File: src/rtl/char_write_sequencer.sv
// rtl/char_write_sequencer.sv - terminal character writer: PIA handshake, cursor, scroll and clear of screen RAM
// RAM writes are strobed combinationally so they never collide with a display fetch in the same cycle.
module char_write_sequencer #(
   parameter int COLS = 40,
   parameter int ROWS = 24
) (
   input  logic       clk,
   input  logic       rst,
   input  logic [6:0] rd,
   input  logic       da,
   output logic       rda_n,
   input  logic       clr_btn,
   input  logic       vid_busy,
   output logic [9:0] mem_addr,
   output logic [5:0] mem_wdata,
   output logic       mem_we,
   output logic [5:0] cur_col,
   output logic [4:0] cur_row,
   output logic [4:0] top_row,
   output logic       busy
);

   localparam int CELLS = COLS * ROWS;

   typedef enum logic [2:0] {
      IDLE, ACCEPT, WRITE, NEWLINE, SCROLL_CLR, CLEAR, WAIT_DA_LOW
   } state_t;

   state_t     state;
   logic       da_s1, da_s2;
   logic       clr_s1, clr_s2, clr_d;
   logic [6:0] code;
   logic [5:0] scnt;
   logic       clr_rise;
   logic [5:0] row_sum;
   logic [4:0] phys_row;

   assign clr_rise = clr_s2 & ~clr_d & (state != CLEAR);
   assign busy     = (state != IDLE);
   assign mem_we   = ((state == WRITE) || (state == SCROLL_CLR) || (state == CLEAR))
                     & ~vid_busy & ~clr_rise;

   // logical cursor row mapped onto the circular RAM row buffer
   always_comb begin
      row_sum  = {1'b0, top_row} + {1'b0, cur_row};
      phys_row = (row_sum >= 6'(ROWS)) ? 5'(row_sum - 6'(ROWS)) : row_sum[4:0];
   end

   always_ff @(posedge clk or posedge rst) begin
      if (rst) begin
         state     <= IDLE;
         da_s1     <= 1'b0;
         da_s2     <= 1'b0;
         clr_s1    <= 1'b0;
         clr_s2    <= 1'b0;
         clr_d     <= 1'b0;
         code      <= '0;
         scnt      <= '0;
         rda_n     <= 1'b0;
         mem_addr  <= '0;
         mem_wdata <= '0;
         cur_col   <= '0;
         cur_row   <= '0;
         top_row   <= '0;
      end else begin
         da_s1  <= da;
         da_s2  <= da_s1;
         clr_s1 <= clr_btn;
         clr_s2 <= clr_s1;
         clr_d  <= clr_s2;
         if (clr_rise) begin
            state     <= CLEAR;
            rda_n     <= 1'b1;
            code      <= '0;
            mem_addr  <= '0;
            mem_wdata <= 6'h20;
         end else begin
            case (state)
               IDLE: begin
                  if (da_s2) begin
                     code  <= rd;
                     rda_n <= 1'b1;
                     state <= ACCEPT;
                  end
               end
               ACCEPT: begin
                  if (code == 7'h0D) begin
                     state <= NEWLINE;
                  end else if (code < 7'h20) begin
                     state <= WAIT_DA_LOW;
                  end else begin
                     mem_addr  <= 10'(int'(phys_row) * COLS + int'(cur_col));
                     mem_wdata <= code[5:0];
                     state     <= WRITE;
                  end
               end
               WRITE: begin
                  if (!vid_busy) begin
                     if (cur_col == 6'(COLS - 1)) begin
                        cur_col <= '0;
                        state   <= NEWLINE;
                     end else begin
                        cur_col <= cur_col + 6'd1;
                        state   <= WAIT_DA_LOW;
                     end
                  end
               end
               NEWLINE: begin
                  cur_col <= '0;
                  if (cur_row < 5'(ROWS - 1)) begin
                     cur_row <= cur_row + 5'd1;
                     state   <= WAIT_DA_LOW;
                  end else begin
                     mem_addr  <= 10'(int'(top_row) * COLS);
                     mem_wdata <= 6'h20;
                     scnt      <= '0;
                     state     <= SCROLL_CLR;
                  end
               end
               SCROLL_CLR: begin
                  if (!vid_busy) begin
                     if (scnt == 6'(COLS - 1)) begin
                        top_row <= (top_row == 5'(ROWS - 1)) ? 5'd0 : top_row + 5'd1;
                        state   <= WAIT_DA_LOW;
                     end else begin
                        scnt     <= scnt + 6'd1;
                        mem_addr <= mem_addr + 10'd1;
                     end
                  end
               end
               CLEAR: begin
                  if (!vid_busy) begin
                     if (mem_addr == 10'(CELLS - 1)) begin
                        cur_col <= '0;
                        cur_row <= '0;
                        top_row <= '0;
                        state   <= WAIT_DA_LOW;
                     end else begin
                        mem_addr <= mem_addr + 10'd1;
                     end
                  end
               end
               WAIT_DA_LOW: begin
                  if (!da_s2) begin
                     rda_n <= 1'b0;
                     state <= IDLE;
                  end
               end
               default: state <= IDLE;
            endcase
         end
      end
   end

endmodule

File: config.mk
export PLATFORM = sky130hd
export DESIGN_NAME = char_write_sequencer
export DESIGN_NICKNAME = d
export VERILOG_FILES = /design/src/rtl/char_write_sequencer.sv
export SDC_FILE = /design/constraint.sdc
export NUM_CORES = 1
export LEC_CHECK = 0
export CAP_MARGIN = 20
export CORE_MARGIN = 3
export CORE_UTILIZATION = 48
export CTS_CLUSTER_SIZE = 14
export DETAILED_ROUTE_END_ITERATION = 12
export PLACE_DENSITY = 0.73
export SYNTH_ARGS = -nofsm -noshare
export SYNTH_HDL_FRONTEND = slang
export SYNTH_SLANG_ARGS = --single-unit
export TNS_END_PERCENT = 10
File: constraint.sdc
create_clock -name clk -period 4.3 [get_ports clk]
set_input_delay 0.645 -clock clk [delete_from_list [all_inputs] [get_ports clk]]
set_output_delay 0.645 -clock clk [all_outputs]
set_load 0.005 [all_outputs]
==> summary.json, run 1 <==
{
  "final_cell_mix": {"value": "dfrtp_1, nand2_1, clkdlybuf4s50_1"},
  "gp_congestion": {"value": 0.8529},
  "clock_insertion_delay_worst_skew": {"value": 0.31, "unit": "ns"},
  "ir_worst_vdd": {"value": 509.6, "unit": "uV"},
  "p_leak": {"value": 1.952, "unit": "nW"},
  "post_drt_wl_per_cell": {"value": 15.89, "unit": "um"},
  "synth.largest_area_cell": {"value": "dfrtp_1"},
  "grt_pass1_vias": {"value": 3255},
  "die_w": {"value": 94.03, "unit": "um"},
  "min-delay-path-class": {"value": "reg -> reg"},
  "timing_worst_slew_pin_value": {"value": 0.7854, "unit": "ns"},
  "type_of_the_worst_setup_path": {"value": "reg -> reg"},
  "post_synthesis_net_count": {"value": 461},
  "outcome": {"value": "finished, final reports clean"},
  "clock-root-buffer": {"value": "clkbuf_8"},
  "crit_path_start_kind": {"value": "register"},
  "drv.max_cap_violation_count": {"value": 0},
  "worstPathMaxFanout": {"value": 5},
  "postSynth.asyncResetShare": {"value": 1.000},
  "core_area": {"value": 7370, "unit": "sq um"},
  "ys_ff_latch": {"value": 54},
  "number_of_buffer_cells_added_on_primary_ports": {"value": 46},
  "max-clock-path-buffers": {"value": 2},
  "regToRegSetupSlack": {"value": 0.07, "unit": "ns"},
  "initial_drc_count": {"value": 119},
  "hold_buffers": {"value": 0},
  "syn_area": {"value": 3720, "unit": "sq um"},
  "number_of_enable_flip_flop_cells_after_synthesis": {"value": 0},
  "worst-endpoint-required": {"value": 4.50, "unit": "ns"},
  "wire_length_of_the_first_global_routing_pass": {"value": 15220, "unit": "um"},
  "finalSetupViolations": {"value": 0},
  "drt_first_pass_iters": {"value": 6},
  "max_freq": {"value": 236.3, "unit": "MHz"},
  "fp-row-count": {"value": 31},
  "power_density": {"value": 905.5, "unit": "nW/um^2"},
  "number_of_vias_after_detailed_routing": {"value": 3325},
  "setup-tns-final": {"value": 0, "unit": "ns"},
  "tritoncts.num_buffers": {"value": 5},
  "track_usage": {"value": 0.2157},
  "num-nets-final": {"value": 511},
  "slew_viol_final": {"value": 0},
  "grt_start_max_net_pins": {"value": 39},
  "fillers": {"value": 627},
  "grt_setup_unrepaired": {"value": "true"},
  "die_area": {"value": 8842, "unit": "sq um"},
  "antennaDiodeCount": {"value": 0},
  "endpoint_kind": {"value": "register"},
  "post-route-period-util": {"value": 0.9841},
  "sequential_area_share_after_synthesis": {"value": 0.3633},
  "post-dp-hpwl": {"value": 6774, "unit": "um"},
  "htree_num_levels": {"value": 2},
  "initial_utilization": {"value": 0.5048},
  "layout_min_cycle_time": {"value": 4.231, "unit": "ns"},
  "reg2reg_from": {"value": "cur_row[0]$_DFFE_PP0P_"},
  "final_hold_viol_count": {"value": 0},
  "ant_nets": {"value": 0},
  "drt_drc_violations_left": {"value": 0},
  "synth_top_area_share": {"value": 0.3633},
  "layout.cells.most_common": {"value": "dfrtp_1"},
  "dieHeight": {"value": 94.03, "unit": "um"},
  "antenna_found_initial": {"value": 0},
  "yosysUniqueCellTypes": {"value": 62},
  "top_cells_by_area_synth": {"value": "dfrtp_1, ha_1, o21ai_0, nand2_1, nor2_1"},
  "timing.clock.skew": {"value": 0.01031, "unit": "ns"},
  "numPlacedInstances": {"value": 559},
  "min_from": {"value": "da_s1$_DFF_PP0_"},
  "area_growth": {"value": 21.39, "unit": "%"},
  "syn_avg_cell_area": {"value": 8.857, "unit": "sq um"},
  "drive_gt1_frac": {"value": 0.1083},
  "synthesis.yosys.warnings": {"value": 0},
  "wl": {"value": 9058, "unit": "um"},
  "timing.hold.worst_path_depth": {"value": 0},
  "routed_via_density": {"value": 5.833},
  "clock_sinks": {"value": 54},
  "clk_pin_slew": {"value": 0.10, "unit": "ns"},
  "synthesis.instances": {"value": 420},
  "worstRegToRegCells": {"value": 19},
  "cts_tree": {"value": "done"},
  "data_arrival_time_of_the_worst_path": {"value": 4.43, "unit": "ns"},
  "synth_ff_type": {"value": "dfrtp_1"},
  "min_delay_worst_endpoint": {"value": "da_s2$_DFF_PP0_"},
  "reg2reg_to": {"value": "mem_addr[9]$_DFFE_PP0P_"},
  "fin_total_pwr": {"value": 4.089, "unit": "mW"},
  "final_global_route_overflow_total": {"value": 0},
  "ioPinCount": {"value": 47},
  "finalNonFillerCells": {"value": 570},
  "slew_headroom": {"value": 0.4756}
}
==> flip-flops by register name, indices dropped and copies added (netlist names) <==
| signal | flops |
|---|---|
| mem_addr | 10 |
| scnt | 6 |
| clr_d | 1 |
| clr_s2 | 1 |
| rda_n | 1 |
| cur_col | 6 |
| mem_wdata | 6 |
| top_row | 5 |
| da_s2 | 1 |
| state | 3 |
| code | 7 |
| da_s1 | 1 |
| cur_row | 5 |
| clr_s1 | 1 |
==> worst max-delay path, stage by stage, from the launching register on <==
cell and delay [ns]:
dfrtp_1 0.40, ha_2 0.20, fa_2 0.35, a21o_1 0.20, a21oi_4 0.18, nor2_1 0.06, mux2i_1 0.16, o21ai_1 0.08
o31a_1 0.14, ha_1 0.29, ha_2 0.18, inv_2 0.04, fa_1 0.50, nand2b_4 0.15, nor2_4 0.05, or3_1 0.32
a32o_2 0.25, or3_1 0.29, mux2i_1 0.17, o41ai_2 0.09
==> routing by layer <==
metal,global-route usage,routed length [um],up-vias
met3,0.03766,419,20
met5,0,0,-
met4,0.06378,148,0
met1,0.2826,4107,1590
met2,0.3643,4382,87
li1,-,-,1628
==> power by group <==
group | internal, mW | total (mW) | switching (mW) | leakage, nW
registers | 0.700 | 0.985 | 0.285 | 0.678
clock network | 0.248 | 0.421 | 0.173 | 0.0714
logic | 1.32 | 2.68 | 1.36 | 1.20
==> cell families after synthesis <==
| logic type | share of synthesized area |
|---|---|
| AND/OR/NAND/NOR | 0.1988 |
| XOR/XNOR | 0.03532 |
| buffers and inverters | 0.04036 |
| multiplexers | 0.02422 |
| AO/OA/AOI/OAI | 0.2297 |
| flip-flops | 0.3633 |
| adder cells (fa/ha/maj) | 0.1083 |
==> final cells by class <==
type,instances,area [sq um],area share
Clock buffer,6,82.58,0.01829
Clock inverter,2,60.06,0.01330
Inverter,18,67.56,0.01496
Multi-Input combinational cell,330,2257,0.4999
Sequential cell,54,1351,0.2993
Tap cell,99,123.9,0.02743
Timing Repair Buffer,61,573.1,0.1269
==> how the worst max path moves through the flow <==
| stage | startpoint | endpoint | slack (ns) |
|---|---|---|---|
| 2_1_floorplan | top_row[0]$_DFFE_PP0P_ | mem_addr[9]$_DFFE_PP0P_ | 0.14 |
| 3_3_place_gp | cur_row[0]$_DFFE_PP0P_ | mem_addr[9]$_DFFE_PP0P_ | 0.10 |
| 3_5_place_dp | cur_row[0]$_DFFE_PP0P_ | mem_addr[9]$_DFFE_PP0P_ | -0.12 |
| 4_1_cts | cur_row[0]$_DFFE_PP0P_ | mem_addr[9]$_DFFE_PP0P_ | 0.05 |
| 5_1_grt | cur_row[0]$_DFFE_PP0P_ | mem_addr[9]$_DFFE_PP0P_ | -0.11 |
| 6_report | cur_row[0]$_DFFE_PP0P_ | mem_addr[9]$_DFFE_PP0P_ | 0.07 |
==> per-stage QoR <==
step           utilization  hold slack [ns]  setup slack (ns)  cell area (sq um)
2_1_floorplan            -           0.3312            0.1361               3720
3_3_place_gp        0.5851           0.3335            0.1031               4312
3_5_place_dp        0.5851           0.3381           -0.1236               4312
4_1_cts             0.6071           0.3607           0.05132               4474
5_1_grt             0.6127           0.3642           -0.1097               4516
6_report            0.6127           0.3553           0.06853               4516
==> cell usage after synthesis, types with 2 or more instances <==
cell and count:
dfrtp_1 54, nand2_1 49, o21ai_0 46, nor2_1 39, ha_1 25, a21oi_1 17
inv_1 17, nand3_1 16, nand4_1 10, nor3_1 10, buf_2 9, nand2b_1 8
xor2_1 8, o31ai_1 7, xnor2_1 7, a21o_1 6, clkbuf_1 6, a22o_1 5
a31oi_1 5, a221oi_1 4, and2_1 4, and3_1 4, fa_1 4, or3_1 4
a21oi_2 3, mux2i_1 3, nor2b_1 3, o41ai_2 3, a211oi_1 2, a22oi_1 2
a32oi_1 2, buf_1 2, mux2_2 2, nor4_1 2, o21a_1 2, o22a_1 2
o41ai_1 2, or4_1 2
==> timing repair <==
item | CTS | global route
setup endpoints to repair | 1 | 1
setup buffers | 1 | 2
gates resized for setup | 3 | 8
pin swaps | 1 | 2
endpoints found under the hold margin | 0 | 0
Note: power is estimated with default switching activity, not from simulation.
==> inputs of run 2 (changes only) <==
- CORE_UTILIZATION: 48 -> 50
- GPL_TIMING_DRIVEN: unset -> 0
- PLACE_DENSITY: 0.73 -> 0.76
- RECOVER_POWER: unset -> 100
==> run 2 against run 1 <==
- the flow now finishes with violations (max-capacitance violations, max-slew violations, negative setup slack)
- sequential power fell by 3.6%
- combinational power rose by 4%
- worst setup slack got worse by 0.083 ns
- clock-buffer cell count fell by 1
- global-route usage rose by 1.1 points
- clock power fell by 15%
- power rose by 0.11%
- worst hold slack improved by 0.0025 ns
- fmax fell by 1.9%
- register-to-register slack got worse by 0.08 ns
- first-iteration DRC count rose by 45%
==> summary.json, run 2 (same netlist as run 1, synthesis figures left out) <==
{
  "dieHeight": {"value": 92.26, "unit": "um", "change": "-1.9%"},
  "worst-endpoint-required": {"value": 4.50, "unit": "ns", "change": "about the same"},
  "min-delay-path-class": {"value": "reg -> reg"},
  "number_of_buffer_cells_added_on_primary_ports": {"value": 45, "change": "-2.2%"},
  "cpLargestDelayFamily": {"value": "adder cells"},
  "core_area": {"value": 7019, "unit": "sq um", "change": "-4.8%"},
  "setup-tns-final": {"value": -0.01458, "unit": "ns", "change": "-0.01458 ns"},
  "number_of_flip_flops_in_the_largest_register": {"value": 10, "change": "unchanged"},
  "gp_congestion": {"value": 0.8930, "change": "+4.7%"},
  "drive_gt1_frac": {"value": 0.1104, "change": "+0.002136"},
  "drt_first_pass_iters": {"value": 4, "change": "-2"},
  "largest_register": {"value": "mem_addr"},
  "largest_registers_in_the_final_layout": {"value": "mem_addr x10, code x7"},
  "initial_drc_count": {"value": 173, "change": "+45%"},
  "wl": {"value": 9262, "unit": "um", "change": "+2.3%"},
  "final_cell_mix": {"value": "dfrtp_1, nand2_1, o21ai_0"},
  "regToRegSetupSlack": {"value": -0.01, "unit": "ns", "change": "-0.08 ns"},
  "die_area": {"value": 8511, "unit": "sq um", "change": "-3.7%"},
  "grt_setup_unrepaired": {"value": "true"},
  "outcome": {"value": "complete, but fails checks"},
  "drt_drc_violations_left": {"value": 0, "change": "unchanged"},
  "number_of_vias_after_detailed_routing": {"value": 3410, "change": "+2.6%"},
  "ioPinCount": {"value": 47, "change": "unchanged"},
  "max-clock-path-buffers": {"value": 2, "change": "unchanged"},
  "crit_buf_inv": {"value": 2, "change": "+1"},
  "post-route-cell-area": {"value": 4511, "unit": "sq um", "change": "-0.11%"},
  "timing.clock.skew": {"value": 0.007439, "unit": "ns", "change": "-0.002869 ns"},
  "worstPathMaxFanout": {"value": 5, "change": "unchanged"},
  "crit_path_start_kind": {"value": "register"},
  "post-route-util": {"value": 0.6426, "change": "+0.02987"},
  "hold_slack": {"value": 0.3578, "unit": "ns", "change": "+0.002457 ns"},
  "ir_worst_vdd": {"value": 438.8, "unit": "uV", "change": "-14%"},
  "layout_min_cycle_time": {"value": 4.315, "unit": "ns", "change": "+0.08311 ns"},
  "final_global_route_overflow_total": {"value": 0, "change": "unchanged"},
  "htree_num_levels": {"value": 2, "change": "unchanged"},
  "violations": {"value": "max-capacitance violations, max-slew violations, negative setup slack"},
  "track_usage": {"value": 0.2264, "change": "+0.01065"},
  "fp-row-count": {"value": 30, "change": "-3.2%"},
  "slowest_cell_on_crit_path": {"value": "fa_1"},
  "ant_nets": {"value": 0, "change": "unchanged"},
  "routed_via_density": {"value": 5.920, "change": "+1.5%"},
  "area_growth": {"value": 21.26, "unit": "%"},
  "slew_viol_final": {"value": 32, "change": "+32"},
  "final_hold_viol_count": {"value": 0, "change": "unchanged"},
  "p_leak": {"value": 1.960, "unit": "nW", "change": "+0.39%"},
  "initial_utilization": {"value": 0.5299, "change": "+0.02519"},
  "cts_tree": {"value": "done"},
  "hold_buffers": {"value": 0, "change": "unchanged"},
  "endpoint_kind": {"value": "register"},
  "clock_sinks": {"value": 54, "change": "unchanged"},
  "data_arrival_time_of_the_worst_path": {"value": 4.51, "unit": "ns", "change": "+0.08 ns"},
  "antennaDiodeCount": {"value": 0, "change": "unchanged"},
  "power_density": {"value": 907.5, "unit": "nW/um^2", "change": "+0.22%"},
  "timing_worst_slew_pin_value": {"value": 1.587, "unit": "ns", "change": "+0.8019 ns"},
  "post_drt_wl_per_cell": {"value": 16.08, "unit": "um", "change": "+1.2%"},
  "wire_length_of_the_first_global_routing_pass": {"value": 15590, "unit": "um", "change": "+2.5%"},
  "max_freq": {"value": 231.8, "unit": "MHz", "change": "-1.9%"},
  "placed_cell_area": {"value": 4310, "unit": "sq um", "change": "about the same"},
  "num-nets-final": {"value": 520, "change": "+1.8%"},
  "clock-root-buffer": {"value": "clkbuf_8"},
  "clk_pin_slew": {"value": 0.10, "unit": "ns", "change": "about the same"},
  "finalSetupViolations": {"value": 1, "change": "+1"},
  "slew_headroom": {"value": -0.05820, "change": "-0.5338"},
  "grt_start_max_net_pins": {"value": 32, "change": "-18%"},
  "fillers": {"value": 608, "change": "-3.0%"},
  "antenna_found_initial": {"value": 0, "change": "unchanged"},
  "post-route-period-util": {"value": 1.003, "change": "+0.01933"},
  "tritoncts.num_buffers": {"value": 5, "change": "unchanged"},
  "clock_insertion_delay_worst_skew": {"value": 0.32, "unit": "ns", "change": "about the same"},
  "layout.cells.most_common": {"value": "dfrtp_1"},
  "fin_total_pwr": {"value": 4.093, "unit": "mW", "change": "+0.11%"},
  "cp_slowest_stage_delay": {"value": 0.57, "unit": "ns", "change": "+0.07 ns"},
  "type_of_the_worst_setup_path": {"value": "reg -> reg"},
  "die_w": {"value": 92.26, "unit": "um", "change": "-1.9%"},
  "path_cells": {"value": "ha_4 -> fa_2 -> a21o_1 -> a21oi_4 -> buf_4 -> nand2_1 -> mux2_4 -> mux2i_4 -> ha_4 -> inv_1 -> fa_1 -> nand2b_4 -> nor2_4 -> or3_1 -> a32o_2 -> or3_1 -> mux2i_1 -> o41ai_2"},
  "drv.max_cap_violation_count": {"value": 1, "change": "+1"},
  "setup_ws": {"value": -0.01458, "unit": "ns", "change": "-0.08311 ns"},
  "grt_pass1_vias": {"value": 3347, "change": "+2.8%"},
  "post-dp-hpwl": {"value": 6965, "unit": "um", "change": "+2.8%"}
}
## run 2: cell types whose count changed in the layout (fill, tap and decap cells not counted), sizes merged
cell           change
bufinv             -1
clkdlybuf4s50     -19
buf                +3
clkbuf             +6
inv                +1
dlygate4sd3       +18
clkinv             +1
## run 2: path summary, 6_finish.rpt
check,startpoint,depth (start not counted),to
max,cur_row[0]$_DFFE_PP0P_,18,mem_addr[9]$_DFFE_PP0P_
min,clr_s1$_DFF_PP0_,0,clr_s2$_DFF_PP0_
max reg2reg,cur_row[0]$_DFFE_PP0P_,18,mem_addr[9]$_DFFE_PP0P_
min reg2reg,clr_s1$_DFF_PP0_,0,clr_s2$_DFF_PP0_
max in group asynchronous,rst,3,scnt[0]$_DFFE_PP0P_
min in group asynchronous,rst,2,mem_wdata[2]$_DFFE_PP0P_
## run 2: area by class of cell
type,instances,area [sq um],share of cell area
clock buffer,5,68.82,0.01526
clock inverter,3,47.55,0.01054
multi-input combinational,330,2270,0.5032
inverter,18,67.56,0.01498
sequential,54,1355,0.3004
buffer,18,82.58,0.01831
tap,96,120.1,0.02663
timing repair buffer,52,499.2,0.1107
## run 2: power breakdown
group          internal, mW  total (mW)  switching [mW]
Clock                 0.177       0.358           0.181
Combinational          1.32        2.79            1.46
Sequential            0.703       0.950           0.247
## run 2: stage by stage
stage               std cells  setup WS (ns)
finish                    576       -0.01458
global route              576        -0.1702
CTS                       573        0.01787
detailed placement        562        -0.2918
global placement          561        -0.1812
floorplan                 420         0.1361
## run 2: worst reg2reg max path: stages (launching register included)
cell and delay (ns):
dfrtp_2 0.45, ha_4 0.17, fa_2 0.36, a21o_1 0.22, a21oi_4 0.18, buf_4 0.14
nand2_1 0.05, mux2_4 0.27, mux2i_4 0.22, ha_4 0.17, inv_1 0.05, fa_1 0.57
nand2b_4 0.15, nor2_4 0.05, or3_1 0.32, a32o_2 0.25, or3_1 0.30, mux2i_1 0.19
o41ai_2 0.10
## run 2: layer usage
layer | vias up | share of wire | wire (um) | GRT usage
met5 | - | 0 | 0 | 0
met4 | 0 | 0.015 | 136 | 0.07797
met3 | 12 | 0.038 | 352 | 0.03610
met2 | 93 | 0.50 | 4622 | 0.3850
met1 | 1652 | 0.45 | 4149 | 0.2919
li1 | 1653 | - | - | -
## run 2: repair_timing
| item | CTS | global route |
|---|---|---|
| pin swaps | 2 | 6 |
| setup endpoints to repair | 1 | 1 |
| hold endpoints to repair | 0 | 0 |
| resized for setup | 7 | 9 |
| buffers inserted | 3 | 3 |
==> inputs of run 3 (changes only) <==
- ABC_AREA: unset -> 1
- PLACE_DENSITY: 0.76 -> 0.73
- clock period: 4.3 -> 5.6 ns (I/O delays scaled with it)
==> run 3 against run 2 <==
- the run now ends clean
- sequential share of layout area is 0.61 points higher
- routed wire length is 4.1% lower
- critical path type unchanged
- flip-flop and latch count stayed put
- register-to-register slack better by 2.1 ns
- non-clock buffer count is 17 lower
- first-iteration DRC count is 40% higher
==> summary.json, run 3 <==
{
  "outcome": {"value": "finished, final reports clean"},
  "antenna_found_initial": {"value": 0, "change": "unchanged"},
  "top_cells_by_area_synth": {"value": "dfrtp_1, nand3_1, ha_1, nand2_1, inv_1"},
  "reg2reg_from": {"value": "top_row[0]$_DFFE_PP0P_"},
  "die_area": {"value": 8610, "unit": "sq um", "change": "+1.2%"},
  "htree_num_levels": {"value": 2, "change": "unchanged"},
  "final_cell_mix": {"value": "inv_1, nand2_1, nand3_1"},
  "drt_first_pass_iters": {"value": 5, "change": "+1"},
  "grt_pass1_vias": {"value": 3342, "change": "-0.15%"},
  "final_global_route_overflow_total": {"value": 0, "change": "unchanged"},
  "initial_drc_count": {"value": 242, "change": "+40%"},
  "wl": {"value": 8879, "unit": "um", "change": "-4.1%"},
  "clk_pin_slew": {"value": 0.10, "unit": "ns", "change": "about the same"},
  "synth_top_area_share": {"value": 0.3588, "change": "-0.004465"},
  "timing_worst_slew_pin_value": {"value": 1.443, "unit": "ns", "change": "-0.1438 ns"},
  "min-delay-path-class": {"value": "reg -> reg"},
  "max_freq": {"value": 280.6, "unit": "MHz", "change": "+21%"},
  "post-route-period-util": {"value": 0.6363, "change": "-0.3670"},
  "largest_registers_in_the_final_layout": {"value": "mem_addr x10, code x7"},
  "synthMostInstantiatedCell": {"value": "nand2_1"},
  "post-dp-hpwl": {"value": 7114, "unit": "um", "change": "+2.2%"},
  "post_cts_resize_count": {"value": 0, "change": "-7"},
  "largest_register": {"value": "mem_addr"},
  "setup-tns-final": {"value": 0, "unit": "ns", "change": "+0.01458 ns"},
  "regToRegSetupSlack": {"value": 2.04, "unit": "ns", "change": "+2.05 ns"},
  "hold_slack": {"value": 0.3692, "unit": "ns", "change": "+0.01140 ns"},
  "worstPathMaxFanout": {"value": 8, "change": "+3"},
  "hold_buffers": {"value": 0, "change": "unchanged"},
  "synthesis.instances": {"value": 502, "change": "+20%"},
  "finalSetupViolations": {"value": 0, "change": "-1"},
  "synthesis.yosys.warnings": {"value": 0, "change": "unchanged"},
  "wire_length_of_the_first_global_routing_pass": {"value": 15320, "unit": "um", "change": "-1.8%"},
  "reg2reg_to": {"value": "mem_addr[9]$_DFFE_PP0P_"},
  "final_hold_viol_count": {"value": 0, "change": "unchanged"},
  "postCtsSetupRepairBufs": {"value": 0, "change": "-3"},
  "fp-row-count": {"value": 31, "change": "+3.3%"},
  "synth.largest_area_cell": {"value": "dfrtp_1"},
  "ant_nets": {"value": 0, "change": "unchanged"},
  "slew_headroom": {"value": 0.03767, "change": "+0.09587"},
  "drv.max_cap_violation_count": {"value": 0, "change": "-1"},
  "min_from": {"value": "da_s1$_DFF_PP0_"},
  "type_of_the_worst_setup_path": {"value": "reg -> reg"},
  "post_synthesis_net_count": {"value": 543, "change": "+18%"},
  "cts_tree": {"value": "done"},
  "post-route-util": {"value": 0.6047, "change": "-0.03794"},
  "area_growth": {"value": 17.08, "unit": "%"},
  "drt_drc_violations_left": {"value": 0, "change": "unchanged"},
  "clock-root-buffer": {"value": "clkbuf_8"},
  "routed_via_density": {"value": 5.404, "change": "-8.7%"},
  "worstRegToRegCells": {"value": 19, "change": "+1"},
  "max-clock-path-buffers": {"value": 2, "change": "unchanged"},
  "num-nets-final": {"value": 597, "change": "+15%"},
  "tritoncts.num_buffers": {"value": 5, "change": "unchanged"},
  "initial_utilization": {"value": 0.5165, "change": "-0.01347"},
  "number_of_vias_after_detailed_routing": {"value": 3545, "change": "+4.0%"},
  "cp-startpoint": {"value": "top_row[0]$_DFFE_PP0P_"},
  "timing.clock.skew": {"value": 0.01708, "unit": "ns", "change": "+0.009646 ns"},
  "worst-endpoint-required": {"value": 5.80, "unit": "ns", "change": "+1.30 ns"},
  "number_of_enable_flip_flop_cells_after_synthesis": {"value": 0, "change": "unchanged"},
  "yosysUniqueCellTypes": {"value": 41, "change": "-34%"},
  "die_w": {"value": 92.79, "unit": "um", "change": "+0.58%"},
  "crit_path_start_kind": {"value": "register"},
  "layout_min_cycle_time": {"value": 3.564, "unit": "ns", "change": "-0.7511 ns"},
  "clock_insertion_delay_worst_skew": {"value": 0.31, "unit": "ns", "change": "about the same"},
  "ys_ff_latch": {"value": 54, "change": "unchanged"},
  "number_of_buffer_cells_added_on_primary_ports": {"value": 46, "change": "+2.2%"},
  "drive_gt1_frac": {"value": 0.04488, "change": "-0.06553"},
  "syn_avg_cell_area": {"value": 7.502, "unit": "sq um", "change": "-15%"},
  "grt_start_max_net_pins": {"value": 29, "change": "-9.4%"},
  "postSynth.asyncResetShare": {"value": 1.000, "change": "unchanged"},
  "synth_ff_type": {"value": "dfrtp_1"},
  "ioPinCount": {"value": 47, "change": "unchanged"},
  "post-route-cell-area": {"value": 4409, "unit": "sq um", "change": "-2.2%"},
  "setup.worst_path.end": {"value": "mem_addr[9]$_DFFE_PP0P_"},
  "layout.cells.most_common": {"value": "inv_1"},
  "slew_viol_final": {"value": 0, "change": "-100%"},
  "grt_setup_unrepaired": {"value": "false"},
  "core_area": {"value": 7292, "unit": "sq um", "change": "+3.9%"},
  "post_drt_wl_per_cell": {"value": 13.54, "unit": "um", "change": "-16%"},
  "track_usage": {"value": 0.2171, "change": "-0.009242"},
  "syn_area": {"value": 3766, "unit": "sq um", "change": "+1.2%"},
  "dieHeight": {"value": 92.79, "unit": "um", "change": "+0.58%"},
  "netlist_top_cells_count": {"value": "nand2_1, inv_1, nand3_1"},
  "antennaDiodeCount": {"value": 0, "change": "unchanged"},
  "sequential_area_share_after_synthesis": {"value": 0.3588, "change": "-0.004465"},
  "placed_cell_area": {"value": 4370, "unit": "sq um", "change": "+1.4%"},
  "gp_congestion": {"value": 0.8997, "change": "+0.75%"},
  "clock_sinks": {"value": 54, "change": "unchanged"},
  "data_arrival_time_of_the_worst_path": {"value": 3.76, "unit": "ns", "change": "-0.75 ns"},
  "number_of_flip_flops_in_the_largest_register": {"value": 10, "change": "unchanged"},
  "endpoint_kind": {"value": "register"}
}
run 3: layout make-up:
| class | instances | area, sq um |
|---|---|---|
| Fill cell | 692 | 2883 |
| Sequential cell | 54 | 1351 |
| Clock inverter | 2 | 37.54 |
| Timing Repair Buffer | 47 | 464.2 |
| Buffer | 6 | 23.77 |
| Tap cell | 99 | 123.9 |
| Inverter | 85 | 321.6 |
| Multi-Input combinational cell | 357 | 2014 |
| Clock buffer | 6 | 72.57 |
run 3: worst min path at each step:
stage	cells past startpoint	end
4_1_cts	0	clr_s2$_DFF_PP0_
5_1_grt	0	da_s2$_DFF_PP0_
6_report	0	da_s2$_DFF_PP0_
3_3_place_gp	0	da_s2$_DFF_PP0_
3_5_place_dp	0	clr_s2$_DFF_PP0_
2_1_floorplan	0	clr_s2$_DFF_PP0_
run 3: metrics by stage:
stage	instances	worst slack, ns
floorplan	502	2.471
global placement	647	2.147
detailed placement	648	2.091
CTS	656	2.078
global route	656	1.790
finish	656	2.036
run 3: routing by layer:
layer  part of all wire  GRT usage
met2               0.50     0.3893
met1               0.43     0.2811
met5                  0          0
met4              0.011    0.04151
met3              0.054    0.02762
run 3: critical path, stage by stage (launching register included):
cell and delay (ns):
dfrtp_1 0.49, ha_1 0.27, fa_1 0.42, nand3_1 0.14, nand3_1 0.09, nand2_1 0.08
nand2_1 0.09, and3_1 0.22, ha_1 0.28, ha_1 0.16, inv_1 0.05, fa_1 0.37
xor2_1 0.21, inv_1 0.08, nand3_1 0.11, inv_1 0.05, nand3_1 0.08, nand3_1 0.11
nand2_1 0.11, nand2_1 0.05
run 3: cell families (layout without fill, tap and decap cells):
kind of cell	count (synthesis)	in the layout	synth area share
AOI/OAI and AO/OA	93	93	0.1372
xor gates and xnor gates	9	9	0.02093
adders and majority gates	29	29	0.1043
buffers and inverters	91	146	0.09568
DFF	54	54	0.3588
and+or+nand+nor	226	226	0.2831
Power of run 3 is not shown: default switching activity piles up to over one toggle a cycle in this logic, so the estimate is an artifact.
